$ cat config.mk
export PLATFORM = sky130hd
export DESIGN_NAME = mole_scheduler_flat
export DESIGN_NICKNAME = d
export VERILOG_FILES = /design/src/rtl/mole_if.sv /design/src/rtl/mole_scheduler.sv /design/src/flat_wrapper.sv
export SDC_FILE = /design/constraint.sdc
export NUM_CORES = 1
export LEC_CHECK = 0
export CAP_MARGIN = 5
export CORE_AREA = 2 2 148 150
export CTS_BUF_LIST = sky130_fd_sc_hd__clkbuf_8
export CTS_CLUSTER_DIAMETER = 200
export DETAILED_ROUTE_END_ITERATION = 10
export DIE_AREA = 0 0 150 152
export HOLD_SLACK_MARGIN = 0.08
export PLACE_DENSITY_LB_ADDON = 0.1
export SYNTH_ARGS = -nofsm -noshare
export SYNTH_HDL_FRONTEND = slang
export SYNTH_SLANG_ARGS = --single-unit
$ cat constraint.sdc
create_clock -name clk -period 3.5 [get_ports clk]
set_input_delay 0.7 -clock clk [delete_from_list [all_inputs] [get_ports clk]]
set_output_delay 0.7 -clock clk [all_outputs]
set_load 0.02 [all_outputs]
$ cat src/rtl/mole_if.sv
// mole_if: signal bundle between the game controller / keypad (master) and
// the mole scheduler (slave).
//
// Signals
//   round_start  master->slave  1      one-cycle pulse; start a round (taken only when idle)
//   interval     master->slave  CNT_W  slot length in cycles, sampled with round_start
//   duration     master->slave  CNT_W  mole-visible cycles per slot, sampled with round_start
//   molenum      master->slave  3      moles in the round, sampled with round_start
//   hit          master->slave  1      one-cycle player strike strobe
//   hit_index    master->slave  4      hole struck, qualified by hit
//   mole_appear  slave->master  1      mole visible
//   mole_index   slave->master  4      hole of the current mole
//   hit_success  slave->master  1      one-cycle pulse: current mole was hit
//   round_over   slave->master  1      one-cycle pulse: round finished
//   mole_count   slave->master  3      moles issued so far this round
//
// Handshake: there is no backpressure. round_start and hit are
// single-cycle strobes, sampled on the rising clock edge they are high at.
// hit_success and round_over are single-cycle pulses; the other slave
// outputs are levels that hold their value until the scheduler changes them.
interface mole_if #(
  parameter int CNT_W = 27
);
  logic             round_start;
  logic [CNT_W-1:0] interval;
  logic [CNT_W-1:0] duration;
  logic [2:0]       molenum;
  logic             hit;
  logic [3:0]       hit_index;
  logic             mole_appear;
  logic [3:0]       mole_index;
  logic             hit_success;
  logic             round_over;
  logic [2:0]       mole_count;

  modport master (
    output round_start, interval, duration, molenum, hit, hit_index,
    input  mole_appear, mole_index, hit_success, round_over, mole_count
  );

  modport slave (
    input  round_start, interval, duration, molenum, hit, hit_index,
    output mole_appear, mole_index, hit_success, round_over, mole_count
  );
endinterface

$ cat src/rtl/mole_scheduler.sv
// mole_scheduler: per-round mole sequencer. On round_start (while idle) it
// latches interval/duration/molenum, then issues molenum moles one after
// another, each in a slot of interval cycles, visible for the first
// duration cycles of the slot at a pseudo-random hole. A matching hit
// while the mole is visible pulses hit_success and hides the mole for the
// rest of its slot. round_over pulses for one cycle after the last slot.
//
// Ports
//   clk          in   1   system clock, rising edge
//   rst_n        in   1   asynchronous active-low reset
//   bus          slave    mole_if (config/hit in, mole status out)
//   dbg_state_o  out  2   current FSM state (IDLE=0, SHOW=1, HIDE=2, DONE=3)
module mole_scheduler #(
  parameter int          NUM_HOLES = 9,
  parameter int          CNT_W     = 27,
  parameter logic [15:0] LFSR_SEED = 16'hACE1
) (
  input  logic       clk,
  input  logic       rst_n,
  mole_if.slave      bus,
  output logic [1:0] dbg_state_o
);

  typedef enum logic [1:0] {
    ST_IDLE = 2'd0,
    ST_SHOW = 2'd1,
    ST_HIDE = 2'd2,
    ST_DONE = 2'd3
  } state_e;

  // Galois taps for x^16+x^14+x^13+x^11+1 in right-shift form.
  localparam logic [15:0] LFSR_TAPS = 16'hB400;
  localparam logic [4:0]  NH        = 5'(NUM_HOLES);

  state_e           state_q, state_d;
  logic [CNT_W-1:0] cnt_q, cnt_d;
  logic [CNT_W-1:0] int_q, int_d;
  logic [CNT_W-1:0] dur_q, dur_d;
  logic [2:0]       molenum_q, molenum_d;
  logic [15:0]      lfsr_q, lfsr_d;
  logic [3:0]       mole_index_q, mole_index_d;
  logic [2:0]       mole_count_q, mole_count_d;
  logic             mole_appear_q;
  logic             hit_success_q;
  logic             round_over_q;

  logic [CNT_W-1:0] int_eff;
  logic [CNT_W-1:0] dur_eff;
  logic [CNT_W-1:0] slot_dur;
  logic [4:0]       hole_raw;
  logic [3:0]       hole;
  logic             valid_hit;
  logic             slot_last;
  logic             show_last;
  logic             start_slot;

  // Effective config: a zero interval still gives 1-cycle slots, and a
  // mole can never stay up longer than its slot.
  assign int_eff = (bus.interval == '0) ? CNT_W'(1) : bus.interval;
  assign dur_eff = (bus.duration < int_eff) ? bus.duration : int_eff;

  assign lfsr_d = lfsr_q[0] ? ((lfsr_q >> 1) ^ LFSR_TAPS) : (lfsr_q >> 1);

  // Fold the low nibble into 0..NUM_HOLES-1 with a single subtraction;
  // valid because NUM_HOLES >= 8 keeps the nibble below 2*NUM_HOLES.
  assign hole_raw = {1'b0, lfsr_q[3:0]};
  always_comb begin
    if (hole_raw >= NH) begin
      hole = 4'(hole_raw - NH);
    end else begin
      hole = hole_raw[3:0];
    end
  end

  assign valid_hit = (state_q == ST_SHOW) && bus.hit && (bus.hit_index == mole_index_q);
  assign slot_last = (cnt_q == int_q - CNT_W'(1));
  assign show_last = (cnt_q == dur_q - CNT_W'(1));

  always_comb begin
    state_d      = state_q;
    cnt_d        = cnt_q;
    int_d        = int_q;
    dur_d        = dur_q;
    molenum_d    = molenum_q;
    mole_index_d = mole_index_q;
    mole_count_d = mole_count_q;
    slot_dur     = dur_q;
    start_slot   = 1'b0;

    case (state_q)
      ST_IDLE: begin
        if (bus.round_start) begin
          int_d        = int_eff;
          dur_d        = dur_eff;
          molenum_d    = bus.molenum;
          mole_count_d = 3'd0;
          slot_dur     = dur_eff;
          if (bus.molenum == 3'd0) begin
            state_d = ST_DONE;
          end else begin
            start_slot = 1'b1;
          end
        end
      end
      ST_SHOW, ST_HIDE: begin
        cnt_d = cnt_q + CNT_W'(1);
        // Slot end outranks the hide transition so that a hit on the last
        // cycle of a slot still moves straight on to the next slot.
        if (slot_last) begin
          if (mole_count_q == molenum_q) begin
            state_d = ST_DONE;
          end else begin
            start_slot = 1'b1;
          end
        end else if ((state_q == ST_SHOW) && (show_last || valid_hit)) begin
          state_d = ST_HIDE;
        end
      end
      ST_DONE: begin
        state_d = ST_IDLE;
      end
      default: begin
        state_d = ST_IDLE;
      end
    endcase

    if (start_slot) begin
      cnt_d        = '0;
      mole_index_d = hole;
      mole_count_d = mole_count_d + 3'd1;
      state_d      = (slot_dur == '0) ? ST_HIDE : ST_SHOW;
    end
  end

  always_ff @(posedge clk or negedge rst_n) begin
    if (!rst_n) begin
      state_q       <= ST_IDLE;
      cnt_q         <= '0;
      int_q         <= '0;
      dur_q         <= '0;
      molenum_q     <= 3'd0;
      lfsr_q        <= LFSR_SEED;
      mole_index_q  <= 4'd0;
      mole_count_q  <= 3'd0;
      mole_appear_q <= 1'b0;
      hit_success_q <= 1'b0;
      round_over_q  <= 1'b0;
    end else begin
      state_q       <= state_d;
      cnt_q         <= cnt_d;
      int_q         <= int_d;
      dur_q         <= dur_d;
      molenum_q     <= molenum_d;
      lfsr_q        <= lfsr_d;
      mole_index_q  <= mole_index_d;
      mole_count_q  <= mole_count_d;
      mole_appear_q <= (state_d == ST_SHOW);
      hit_success_q <= valid_hit;
      round_over_q  <= (state_d == ST_DONE);
    end
  end

  assign bus.mole_appear = mole_appear_q;
  assign bus.mole_index  = mole_index_q;
  assign bus.hit_success = hit_success_q;
  assign bus.round_over  = round_over_q;
  assign bus.mole_count  = mole_count_q;
  assign dbg_state_o     = state_q;

endmodule

$ cat src/flat_wrapper.sv
// flat-port wrapper written by rule: the top's interface ports become plain ports
module mole_scheduler_flat 
#(
  parameter int          NUM_HOLES = 9,
  parameter int          CNT_W     = 27,
  parameter logic [15:0] LFSR_SEED = 16'hACE1
)
  (clk, rst_n, dbg_state_o, bus_round_start, bus_interval, bus_duration, bus_molenum, bus_hit, bus_hit_index, bus_mole_appear, bus_mole_index, bus_hit_success, bus_round_over, bus_mole_count);
  mole_if #(.CNT_W(CNT_W)) bus_i ();
  input  logic clk;
  input  logic rst_n;
  output logic [1:0] dbg_state_o;
  input wire logic [$bits(bus_i.round_start)-1:0] bus_round_start;
  input wire logic [$bits(bus_i.interval)-1:0] bus_interval;
  input wire logic [$bits(bus_i.duration)-1:0] bus_duration;
  input wire logic [$bits(bus_i.molenum)-1:0] bus_molenum;
  input wire logic [$bits(bus_i.hit)-1:0] bus_hit;
  input wire logic [$bits(bus_i.hit_index)-1:0] bus_hit_index;
  output wire logic [$bits(bus_i.mole_appear)-1:0] bus_mole_appear;
  output wire logic [$bits(bus_i.mole_index)-1:0] bus_mole_index;
  output wire logic [$bits(bus_i.hit_success)-1:0] bus_hit_success;
  output wire logic [$bits(bus_i.round_over)-1:0] bus_round_over;
  output wire logic [$bits(bus_i.mole_count)-1:0] bus_mole_count;
  assign bus_i.round_start = bus_round_start;
  assign bus_i.interval = bus_interval;
  assign bus_i.duration = bus_duration;
  assign bus_i.molenum = bus_molenum;
  assign bus_i.hit = bus_hit;
  assign bus_i.hit_index = bus_hit_index;
  assign bus_mole_appear = bus_i.mole_appear;
  assign bus_mole_index = bus_i.mole_index;
  assign bus_hit_success = bus_i.hit_success;
  assign bus_round_over = bus_i.round_over;
  assign bus_mole_count = bus_i.mole_count;
  mole_scheduler #(.NUM_HOLES(NUM_HOLES), .CNT_W(CNT_W), .LFSR_SEED(LFSR_SEED)) u_core (.clk(clk), .rst_n(rst_n), .bus(bus_i), .dbg_state_o(dbg_state_o));
endmodule
==> results.cfg <==
[outcome]
status = finished, violations left
failed_checks = setup timing

[finish]
area_growth_pct = 39.97
layout.cells.non_filler = 1458
diodes = 0
regArea_um2 = 2813
fillers = 2084
multi_input_area_um2 = 5250
fin_nets = 1273
drive_gt1_frac = 0.2776

[sta]
setup_viol = 2
max-slew-margin-rel = 0.6050
whs_ps = 280.0
fin_crit_sh = 1.011
finalHoldViolCount = 0
fin_setup_tns_ps = -50.04
period_needed_ps = 3538
skew_ps = 17.75
drv_slew = 0
setup_ws_ps = -38.14
rsz0062_at_grt = true
worst_pin_slew_ps = 592.5
max_freq_ghz = 0.2826

[synthesis]
avgSynthCellArea_um2 = 8.305
yosysTopAreaCell = dfrtp_1
yosysMostFrequentCell = dfrtp_1
async_reset_ff_frac = 1.000
syn_inst = 957
ys_ff_latch = 112
synth_top_cells_by_area = dfrtp_1 (33%), xor2_1 (6.1%), xnor2_1 (5.8%)
synth_cell_types = 76
yosysSeqAreaShare = 0.3539
ys.flop_type = dfrtp_1
synth_top_cell_area_share = 0.3275
synth_edf_count = 0
synth_commonest_cells = dfrtp_1 (104), nor2_1 (96), nand2_1 (94)
yosys_warnings = 0
syn-num-nets = 1057
syn-cell-area_um2 = 7948

[floorplan]
ios = 77
initial_utilization = 0.3722
placementRows = 54
die_height_um = 152
core_area_um2 = 21350
die_area_um2 = 22800
chipWidth_um = 150

[worst_hold_path]
hold_class = in -> async

[setup_path]
startpoint_type = register
critical_path_class = reg -> reg
crit_top_cell = or4_4
reg2reg_depth = 10
crit_fanout = 3
cp_slowest_cell = or4_4
required_ps = 3850
critPathCaptureType = register
critPathMaxStageDelay_ps = 520
rr_endpoint = u_core.bus.round_over$_DFF_PN0_
r2r_setup_slack_ps = -40
crit_arrival_ps = 3890
r2r-start = u_core.dur_q[4]$_DFF_PN0_
crit_end = u_core.bus.round_over$_DFF_PN0_
cp_cell_sequence = or4_4, or4_4, or4b_1, nand4_1, o2111ai_2, or4_4, or3_4, a21o_1, nor3_4, nor2b_4
setup.worst_path.start = u_core.dur_q[4]$_DFF_PN0_

[detailed_routing]
via_count = 7849
via_per_inst = 5.383
drtIter0Drc = 526
ant_nets = 0
wl_um = 27930
firstDrtPassIters = 7
wl_per_cell_um = 19.16
route.detailed.drc = 0

[clock_network]
cts_root_buf = clkbuf_8
clk_latency_ps = 410
clockBufferDepth = 2
clock-sinks = 112
cts_tree = built
clkTransAtPathRegs_ps = 120
htree_levels = 3
cts_buffers = 9

[global_routing]
gr-usage-all-layers = 0.2456
first_global_vias = 7591
grt_max_degree = 70
grt_pass1_wl_um = 42870
grt.overflow.total = 0
antenna_found_initial = 0

[power]
ir_drop_mv = 0.3187
power-per-cell-area_nw_per_um2 = 626.4
cellLeakagePower_nw = 5.116

[placement]
gp_routability_congestion = 0.9698
dp.cells = 1421
portBuffers = 76
dp_hpwl_um = 22410
post-place-ws_ps = -804.9

[job]
cap_violations = 0
## per-layer routing
metal,GRT usage,part of all wire
met5,0,0
met4,0.1056,0.041
met3,0.02402,0.037
met2,0.3925,0.47
met1,0.3378,0.46
## timing repair
item,in CTS,in global routing
pin swaps,13,46
cloned,1,1
hold buffers,0,0
setup buffers,3,17
endpoints found under the setup margin,5,36
resized for setup,39,121
## metrics by stage
stage	utilization	total power [W]	instance area (um^2)
6_report	0.5210	0.006968	11120
5_1_grt	0.5210	0.007482	11120
4_1_cts	0.4963	0.006785	10600
3_5_place_dp	0.4805	0.005961	10260
3_3_place_gp	0.4805	0.005931	10260
2_1_floorplan	-	0.004350	8073
## layout by cell type (no fill, tap or decap), types with 27 or more instances in the layout
cell            count
xor2_1             55
dfrtp_1           104
buf_4             180
o21ai_0            59
nand2_1            92
xnor2_1            53
nor2_1             93
dlymetal6s2s_1     45
nand4_1            33
a21oi_1            46
inv_1              31
nor3_1             27
## worst min-delay path by stage
stage               slack (ps)                        start                            to
floorplan                  330   u_core.lfsr_q[4]$_DFF_PN0_    u_core.lfsr_q[3]$_DFF_PN0_
global placement           340   u_core.lfsr_q[9]$_DFF_PN0_    u_core.lfsr_q[8]$_DFF_PN0_
detailed placement         350  u_core.lfsr_q[12]$_DFF_PN0_   u_core.lfsr_q[11]$_DFF_PN1_
CTS                        280                        rst_n  u_core.cnt_q[23]$_DFFE_PN0P_
global route               320                        rst_n  u_core.cnt_q[23]$_DFFE_PN0P_
finish                     280                        rst_n  u_core.cnt_q[23]$_DFFE_PN0P_
## report_power, final
part	switching, W	internal [W]	total, W
Clock	0.000487	0.000268	0.000756
Sequential	0.000493	0.00167	0.00217
Combinational	0.00220	0.00184	0.00405
## state kept, by name (all words and copies together) (netlist names)
signal	cells
u_core.molenum_q	3
u_core.lfsr_q	16
u_core.bus.mole_index	4
u_core.bus.hit_success	1
u_core.dbg_state_o	2
u_core.dur_q	27
u_core.cnt_q	27
u_core.bus.mole_appear	1
u_core.int_q	27
u_core.bus.mole_count	3
u_core.bus.round_over	1
## cell families (layout without fill, tap and decap cells)
family | count (synthesis) | count (layout) | share of synthesized area
simple gates | 381 | 381 | 0.2484
compound gates | 207 | 207 | 0.1623
mux | 7 | 7 | 0.009131
xor+xnor | 108 | 108 | 0.1190
flops | 112 | 112 | 0.3539
buf+inv | 107 | 328 | 0.05211
fa+ha+maj | 35 | 35 | 0.05510
## cell type report
cell class | instances | share of cell area
Tap cell | 280 | 0.03149
Sequential cell | 112 | 0.2528
Multi-Input combinational cell | 738 | 0.4719
Inverter | 47 | 0.01608
Timing Repair Buffer | 265 | 0.2112
Clock inverter | 7 | 0.005286
Clock buffer | 9 | 0.01113
## worst max-delay path: cells and delay by family, from the launching register on
family | cells | cell delay, ps
compound gates | 2 | 310
simple gates | 8 | 2780
flops | 1 | 410
No activity file was read; power rests on OpenSTA's default activity.
